**src/rtl/comp_pkg.sv**
```systemverilog
// Shared constants and types for the 256-bit popcount compressor / thermometer expander pair.
package comp_pkg;

    localparam int N     = 256;
    localparam int CW    = $clog2(N + 1);
    localparam int OUT_W = 64;
    localparam int BEATS = N / OUT_W;

    typedef enum logic {
        IDLE = 1'b0,
        EMIT = 1'b1
    } therm_state_t;

    typedef logic [CW-1:0] cnt_t;

endpackage

```
**src/rtl/therm_beat.sv**
```systemverilog
// Combinational slice of a thermometer column: bit j is set iff its absolute
// position idx*OUT_W + j lies below cnt. Positions are compared one bit wider than cnt so nothing wraps.
module therm_beat #(
    parameter int CW    = 9,
    parameter int OUT_W = 64,
    parameter int IW    = 2
) (
    input  logic [CW-1:0]    cnt,
    input  logic [IW-1:0]    idx,
    output logic [OUT_W-1:0] beat
);

    localparam int PW = CW + 1;

    logic [PW-1:0] pos;

    always_comb begin
        beat = '0;
        pos  = '0;
        for (int j = 0; j < OUT_W; j++) begin
            pos     = PW'(idx) * PW'(OUT_W) + PW'(j);
            beat[j] = (pos < {1'b0, cnt});
        end
    end

endmodule

```
**src/rtl/therm_expand256.sv**
```systemverilog
// Count-to-thermometer expander: accepts a count and streams a 256-bit column LSB-first in OUT_W-bit beats.
// Define THERM_BACK2BACK_EN to accept the next count during the final beat handshake (no bubble between columns).
module therm_expand256
    import comp_pkg::*;
#(
    parameter int N     = comp_pkg::N,
    parameter int CW    = comp_pkg::CW,
    parameter int OUT_W = comp_pkg::OUT_W
) (
    input  logic             clk,
    input  logic             rst_n,
    input  logic [CW-1:0]    cnt_in,
    input  logic             cnt_valid,
    output logic             cnt_ready,
    output logic [OUT_W-1:0] col_out,
    output logic             col_valid,
    input  logic             col_ready,
    output logic             col_last,
    output logic             sat_err
);

    localparam int BEATS = N / OUT_W;
    localparam int IW    = (BEATS > 1) ? $clog2(BEATS) : 1;

    // Both streams use valid/ready: a transfer happens on a rising edge where valid and ready
    // are both high; a producer holds valid and its payload stable until that transfer.

    therm_state_t     state_q, state_d;
    logic [IW-1:0]    idx_q, idx_d;
    logic [CW-1:0]    cnt_q, cnt_d;
    logic             sat_q, sat_d;
    logic             cnt_ready_q, cnt_ready_d;
    logic             col_valid_q, col_valid_d;
    logic             col_last_q, col_last_d;
    logic [OUT_W-1:0] col_out_q, col_out_d;
    logic [OUT_W-1:0] beat;
    logic             load;
    logic             beat_hs;
    logic             over;
    logic             last_beat;

`ifdef THERM_BACK2BACK_EN
    // Ready opens combinationally while the final beat is being taken, so a new count can chain on.
    assign cnt_ready = cnt_ready_q | (col_last_q & col_ready);
`else
    assign cnt_ready = cnt_ready_q;
`endif

    assign load      = cnt_valid & cnt_ready;
    assign beat_hs   = col_valid_q & col_ready;
    assign over      = ({1'b0, cnt_in} > (CW + 1)'(N));
    assign last_beat = (idx_q == IW'(BEATS - 1));

    always_comb begin
        state_d     = state_q;
        idx_d       = idx_q;
        cnt_d       = cnt_q;
        sat_d       = sat_q;
        col_valid_d = col_valid_q;
        unique case (state_q)
            IDLE: begin
                if (load) begin
                    state_d     = EMIT;
                    idx_d       = '0;
                    cnt_d       = over ? CW'(N) : cnt_in;
                    sat_d       = sat_q | over;
                    col_valid_d = 1'b1;
                end
            end
            EMIT: begin
                if (beat_hs) begin
                    if (!last_beat) begin
                        idx_d = idx_q + IW'(1);
                    end else if (load) begin
                        idx_d = '0;
                        cnt_d = over ? CW'(N) : cnt_in;
                        sat_d = sat_q | over;
                    end else begin
                        state_d     = IDLE;
                        col_valid_d = 1'b0;
                    end
                end
            end
            default: begin
                state_d     = IDLE;
                col_valid_d = 1'b0;
            end
        endcase
        cnt_ready_d = (state_d == IDLE);
        col_last_d  = col_valid_d && (idx_d == IW'(BEATS - 1));
        col_out_d   = col_valid_d ? beat : '0;
    end

    // Beat is computed from next-state count/index so col_out is a plain register.
    therm_beat #(
        .CW    (CW),
        .OUT_W (OUT_W),
        .IW    (IW)
    ) u_beat (
        .cnt  (cnt_d),
        .idx  (idx_d),
        .beat (beat)
    );

    always_ff @(posedge clk or negedge rst_n) begin
        if (!rst_n) begin
            state_q     <= IDLE;
            idx_q       <= '0;
            cnt_q       <= '0;
            sat_q       <= 1'b0;
            cnt_ready_q <= 1'b0;
            col_valid_q <= 1'b0;
            col_last_q  <= 1'b0;
            col_out_q   <= '0;
        end else begin
            state_q     <= state_d;
            idx_q       <= idx_d;
            cnt_q       <= cnt_d;
            sat_q       <= sat_d;
            cnt_ready_q <= cnt_ready_d;
            col_valid_q <= col_valid_d;
            col_last_q  <= col_last_d;
            col_out_q   <= col_out_d;
        end
    end

    assign col_out   = col_out_q;
    assign col_valid = col_valid_q;
    assign col_last  = col_last_q;
    assign sat_err   = sat_q;

endmodule
```
**config.mk**
```make
export PLATFORM = sky130hd
export DESIGN_NAME = therm_expand256
export DESIGN_NICKNAME = d
export VERILOG_FILES = /design/src/rtl/comp_pkg.sv /design/src/rtl/therm_beat.sv /design/src/rtl/therm_expand256.sv
export SDC_FILE = /design/constraint.sdc
export NUM_CORES = 1
export LEC_CHECK = 0
export BUFFER_PORTS_ARGS = -buffer_cell sky130_fd_sc_hd__buf_4
export CAP_MARGIN = 20
export CORE_AREA = 2 2 121 123
export DETAILED_ROUTE_END_ITERATION = 6
export DIE_AREA = 0 0 123 125
export PLACE_DENSITY = 0.39
export SETUP_SLACK_MARGIN = 0.15
export SLEW_MARGIN = 5
export SYNTH_ARGS = -nofsm -noshare
export SYNTH_HDL_FRONTEND = slang
export SYNTH_SLANG_ARGS = --single-unit
```
**constraint.sdc**
```tcl
create_clock -name clk -period 6.3 [get_ports clk]
set_input_delay 0.315 -clock clk [delete_from_list [all_inputs] [get_ports clk]]
set_output_delay 0.315 -clock clk [all_outputs]
set_load 0.05 [all_outputs]
```
Yosys cells after proc, flatten, opt, wreduce, memory -nomap -nowiden --
Index checks and enable logic that the tools add are counted.
Storage, ports and cells: register bits after elaboration 80, bits in latches 0, bits in writable memories 0, bits in read-only memories 0, input port bits 13, output and inout bits 68, word-level logic and storage cells 171, memories 0
Cells by class: add/sub/neg operators 64, multiply operators 0, divide/modulo/power cells 0, order comparisons 65, eq/ne operators 4, shift operators 0, muxes and demuxes 23, bitwise logic cells 5, reduce and logical (&&, ||, !) cells 2
Operator list (count):
- 10-bit by 9-bit < comparator with 1-bit output | 63
- 8-bit by 6-bit adder with 9-bit output (second input constant) | 32
- 8-bit by 5-bit adder with 9-bit output (second input constant) | 16
- 8-bit by 4-bit adder with 9-bit output (second input constant) | 8
- 64-bit two-way mux | 1
- 8-bit by 3-bit adder with 9-bit output (second input constant) | 4
- 9-bit two-way mux | 4
- 8-bit by 2-bit adder with 9-bit output (second input constant) | 2
- 9-bit one-hot mux with 2 select lines | 1
- 1-bit two-way mux | 10
- 8-bit by 1-bit adder with 9-bit output (second input constant) | 1
- 9-bit > comparator (second input constant) | 1
- 8-bit by 9-bit < comparator with 1-bit output | 1
- 2-bit two-way mux | 3
- 1-bit one-hot mux with 2 select lines | 3
- 2-bit equality test (second input constant) | 2
- 2-bit by 1-bit != test with 1-bit output (second input constant) | 2
- 2-bit one-hot mux with 2 select lines | 1
- 2-bit by 1-bit adder with 2-bit output (second input constant) | 1
- 1-bit bitwise AND | 2
- 1-bit NOT | 2
- 2-bit AND reduction | 1
- 1-bit logical AND | 1
- 1-bit OR | 1

Longest topological paths before layout --
depth in word-level cells 8, gate-level depth with buffers 15, mapped depth without buffers 12

Modules after synthesis --
Synthesis repeated with hierarchy kept, for this count alone.
Unflattened totals: cells, all modules 348, area, all modules 3575.9 um^2
By module, submodules not included:
- therm_expand256 | times used 1, cells an instance 202, area each 2762.6 um^2, sequential area each 2001.9 um^2
- therm_beat | times used 1, cells an instance 146, area each 813.3 um^2, sequential area each 0.0 um^2

Worst setup path before layout --
No wires, ideal clock.
path kind reg-to-reg, start point register col_valid_q, in the netlist col_valid, end point register col_out_q[33], in the netlist col_out[33], data arrival time 2.875 ns, required time 6.145 ns, path slack 3.270 ns, stages on the path, launching flop included 15, period minus slack after synthesis 3.030 ns, cell sequence dfrtp_1 -> and3_1 -> buf_6 -> o21ai_4 -> buf_2 -> nand2_1 -> nand2_1 -> inv_1 -> ha_1 -> nand2_1 -> or3_1 -> mux2i_1 -> or2_0 -> buf_2 -> a31oi_1
On the way: elaborated cells between the ends (all ways) 13, classes of those cells add/sub (1); order compare (1); mux (10); bitwise (1)
RTL lines:
- start, declared | RTL line therm_expand256.sv:33 | logic col_valid_q, col_valid_d;
- start signal, assigned | RTL line therm_expand256.sv:121 | col_valid_q <= col_valid_d;
- 1-bit bitwise AND | RTL line therm_expand256.sv:50 | assign beat_hs = col_valid_q & col_ready;
- 9-bit two-way mux | RTL line therm_expand256.sv:71 | if (beat_hs) begin
- 9-bit one-hot mux with 2 select lines | RTL line therm_expand256.sv:60 | unique case (state_q)
- named net cnt_d[7] | RTL line therm_expand256.sv:30 | logic [CW-1:0] cnt_q, cnt_d;
- 10-bit by 9-bit < comparator with 1-bit output | RTL line therm_beat.sv:22 | beat[j] = (pos < {1'b0, cnt});
- 64-bit two-way mux | RTL line therm_expand256.sv:91 | col_out_d = col_valid_d ? beat : '0;
- named net col_out_d[33] | RTL line therm_expand256.sv:35 | logic [OUT_W-1:0] col_out_q, col_out_d;
- end signal, assigned | RTL line therm_expand256.sv:123 | col_out_q <= col_out_d;
- end, declared | RTL line therm_expand256.sv:35
The timed path passes the listed nets, and every way through them passes these cells. A chain may end at the register's enable or synchronous reset.

Final worst setup path --
start point register idx_q[0], end point register col_out_q[37], in the netlist col_out[37]
On the way: elaborated cells between the ends (all ways) 15, classes of those cells add/sub (2); order compare (1); eq/ne (1); mux (11)
RTL lines:
- start, declared | RTL line therm_expand256.sv:29 | logic [IW-1:0] idx_q, idx_d;
- start signal, assigned | RTL line therm_expand256.sv:117 | idx_q <= idx_d;
- 2-bit equality test | RTL line therm_expand256.sv:52 | assign last_beat = (idx_q == IW'(BEATS - 1));
- 9-bit two-way mux | RTL line therm_expand256.sv:72 | if (!last_beat) begin
- 9-bit two-way mux | RTL line therm_expand256.sv:71
- 9-bit one-hot mux with 2 select lines | RTL line therm_expand256.sv:60
- named net cnt_d[7] | RTL line therm_expand256.sv:30
- 10-bit by 9-bit < comparator with 1-bit output | RTL line therm_beat.sv:22
- 64-bit two-way mux | RTL line therm_expand256.sv:91
- named net col_out_d[37] | RTL line therm_expand256.sv:35
The timed path passes the listed nets, and every way through them passes these cells.

==> summary.md <==
| Metric | Value |
|---|---|
| Outcome | `finished, final reports clean` |
| Sink Count | `80` |
| Overflow left after global routing | `0` |
| Synthesized area | `3470 um2` |
| CP Depth | `12` |
| Syn Inst Count | `317` |
| Crit-path cells | `ha_1, nand3_1, a21oi_2, nand3b_1, nand2_1, inv_1, ha_1, nand2_1, or3_1, mux2i_1, or2_0, a21oi_1` |
| Area grow syn2layout | `32.8%` |
| Largest net degree at the start of global routing | `81` |
| Clock buffer depth | `2` |
| CTS Buf Count | `9` |
| Initial antenna violation count | `0` |
| DIE HEIGHT | `125 um` |
| Yosys reg bits | `80` |
| Rows | `44` |
| Starting density of the core | `0.244` |
| Worst Path Buf+Inv | `1` |
| TNS Setup | `0 ps` |
| First DRT Iteration DRCs | `between 200 and 250` |
| CTS H-tree lvls | `3` |
| I/O pins | `81` |
| Reg2Reg Setup Slack | `2630 ps` |
| Hold path cells | `3` |
| Final nets | `416` |
| Final worst path period need | `approximately 3700 ps` |
| Final ANT Viol Nets | `0` |
| CTS tree | `yes` |
| Synth cell count leaders | `dfrtp_1 (80), a21oi_1 (39), nand2_1 (24), inv_1 (17), a31oi_1 (14)` |
| Adder-Cell Fraction of Synth Area | `0.0144` |
| Setup crit end kind | `flop` |
| Slew margin rel. | `0.401` |
| Post-synth EDFFs | `0` |
| Synth warnings | `0` |
| Post-Syn Nets | `roughly 330` |
| Crit Reg-Reg Startpoint | `idx_q[0]` |
| Reg2reg path depth | `12` |
| Hold EP | `cnt_q[7]` |
| HPWL Detailed | `between 7000 and 8000 um` |
| Gr usage total | `0.134` |
| Final Setup Violations | `0` |
| Max Fclk | `272 MHz` |
| Number of I/O port buffers | `80` |
| Worst setup path class | `flop to flop` |
| RR Endpoint | `col_out[37]` |
| DRC | `0` |
| Crit path largest cell delay | `650 ps` |
| Synth Area in Compound Gates | `0.203` |
| Final Skew | `7.48 ps` |
| Top post-synthesis cells by area | `dfrtp_1 (58%), a21oi_1 (5.6%), mux2i_1 (2.6%), nand2_1 (2.6%), a31oi_1 (2.5%)` |
| Worst skew pair latency | `340 ps` |
| Post-synthesis mux area share | `0.0390` |
| Top-count cell post-synth | `dfrtp_1` |
| Vias per cell | `roughly 4.6` |
| CORE AREA | `14200 um2` |
| Routed wire per std cell | `16.8 um` |
| Fillers | `1486` |
| Maxcap violations | `0` |
| Fin. Hold Viols | `0` |
| Post-CTS sizing | `0` |
| Ys async rst share | `1.00` |
| WL final | `9890 um` |
| Hold Path Class | `primary input to flop` |
| Largest family of logic cells by synthesized area | `compound AO/OA/AOI/OAI gates` |
| Root buffer cell | `clkbuf_16` |
| CP max-delay cell | `a21oi_2` |
| WP data arrival | `slightly below 4000 ps` |
| Crit path max-delay family | `simple AND/OR/NAND/NOR gates` |
| Number of global-route vias before repair | `roughly 2800` |
| Mean Syn Cell Area | `10.9 um2` |
| Post-synth top area cell | `dfrtp_1` |
| First-pass GRT wire length | `15500 um` |
| TritonRoute pass-1 iters | `4` |
| Unrepaired setup endpoints after global routing | `no` |
| Register Area | `approximately 2000 um2` |
| Via Count | `approximately 2700` |
| Slew Viols, Final | `0` |
| Post-synthesis sequential area ratio | `0.577` |
| Clock transition at path regs | `70 ps` |
| Top cell type's share of synthesized area | `0.577` |
| Die X | `roughly 120 um` |
| Top FF cell, synth | `dfrtp_1` |
| Startpoint types | `flop` |
| Hold_sp | `cnt_in[7]` |
| ANT cells | `0` |
| Die ar. | `15400 um2` |
| Share of layout cells above drive strength 1 | `0.304` |
| CP max FO | `11` |
| Multi-input gate area in the final layout | `1320 um2` |
| Area share of xor/xnor cells in the synthesized design | `0` |
| Post-Synth Simple-Gate Area | `0.119` |
| Critical path required time | `approximately 6500 ps` |
| Yosys cell types | `52` |
| GP Congestion | `around 0.81` |
| Worst-margin pin slew | `874 ps` |
| Final period util | `0.583` |
worst min-delay path, delay by kind of cell:
kind | cells | cell delay, ps
buf+inv | 1 | 90
simple gates | 2 | 150
flip-flops by register name, indices dropped and copies added (netlist names):
register	cells
idx_q	2
cnt_ready	1
cnt_q	9
col_out	64
col_valid	1
sat_err	1
state_q	1
col_last	1
through the flow:
step                      hold WS [ps]   util  instances  area [um2]  setup WS (ps)
after floorplan                   19.4      -        317        3470           3270
after global placement             448  0.298        567        4230           2470
after detailed placement           449  0.300        569        4250           2640
after CTS                          197  0.322        585        4570           2600
after global routing               255  0.324        588        4600           2250
final                              244  0.324        588        4600           2630
layer usage:
metal  share of wire  global-route usage  vias up
met5               0                   0        -
met4           0.013              0.0414        0
met3           0.056              0.0338       14
met2            0.47               0.202       79
met1            0.47               0.188     1342
li1                -                   -     1297
cell type report:
cell class	count	area share
Sequential cell	80	0.435
Clock buffer	10	0.0519
Inverter	18	0.0147
Tap cell	184	0.0500
Clock inverter	6	0.0160
Timing Repair Buffer	87	0.147
Multi-Input combinational cell	203	0.286
worst max path at each step:
stage / startpoint / to
final: idx_q[0] / col_out[37]
after floorplan: col_valid / col_out[33]
after global routing: idx_q[0] / col_out[36]
after global placement: idx_q[0] / col_out[33]
after CTS: idx_q[0] / col_out[32]
after detailed placement: idx_q[0] / col_out[32]
layout by cell type (no fill, tap or decap), types with 2 or more instances in the layout:
cell,count
buf_4,84
dfrtp_1,80
a21oi_1,39
nand2_1,24
inv_1,17
a31oi_1,14
nand3_1,11
nor2_1,11
mux2i_1,9
clkbuf_16,9
o21ai_0,8
o21a_1,6
a21oi_2,5
and3_1,5
nand3b_1,5
or2_2,5
nand2b_1,4
nor3_1,4
a21boi_0,4
or3_1,4
ha_1,4
and2_1,3
mux2_2,3
o22ai_1,3
a211o_1,3
nor2b_1,2
o211a_1,2
o2111a_1,2
o32ai_1,2
a31o_2,2
a21o_1,2
inv_6,2
clkinvlp_4,2
cells by family after synthesis:
logic type / count (synthesis)
and+or+nand+nor: 82
muxes: 13
adders and majority gates: 4
buffers and inverters: 34
DFF: 80
AOI/OAI and AO/OA: 104
timing repair:
item,4_1_cts,5_1_grt
buffers inserted,0,0
hold buffers,0,1
hold endpoints to repair,0,33
setup endpoints to repair,0,0
Power is left out: the tool's default activity adds up to more than one toggle a clock period on the data nets, which glitch-free logic cannot reach.
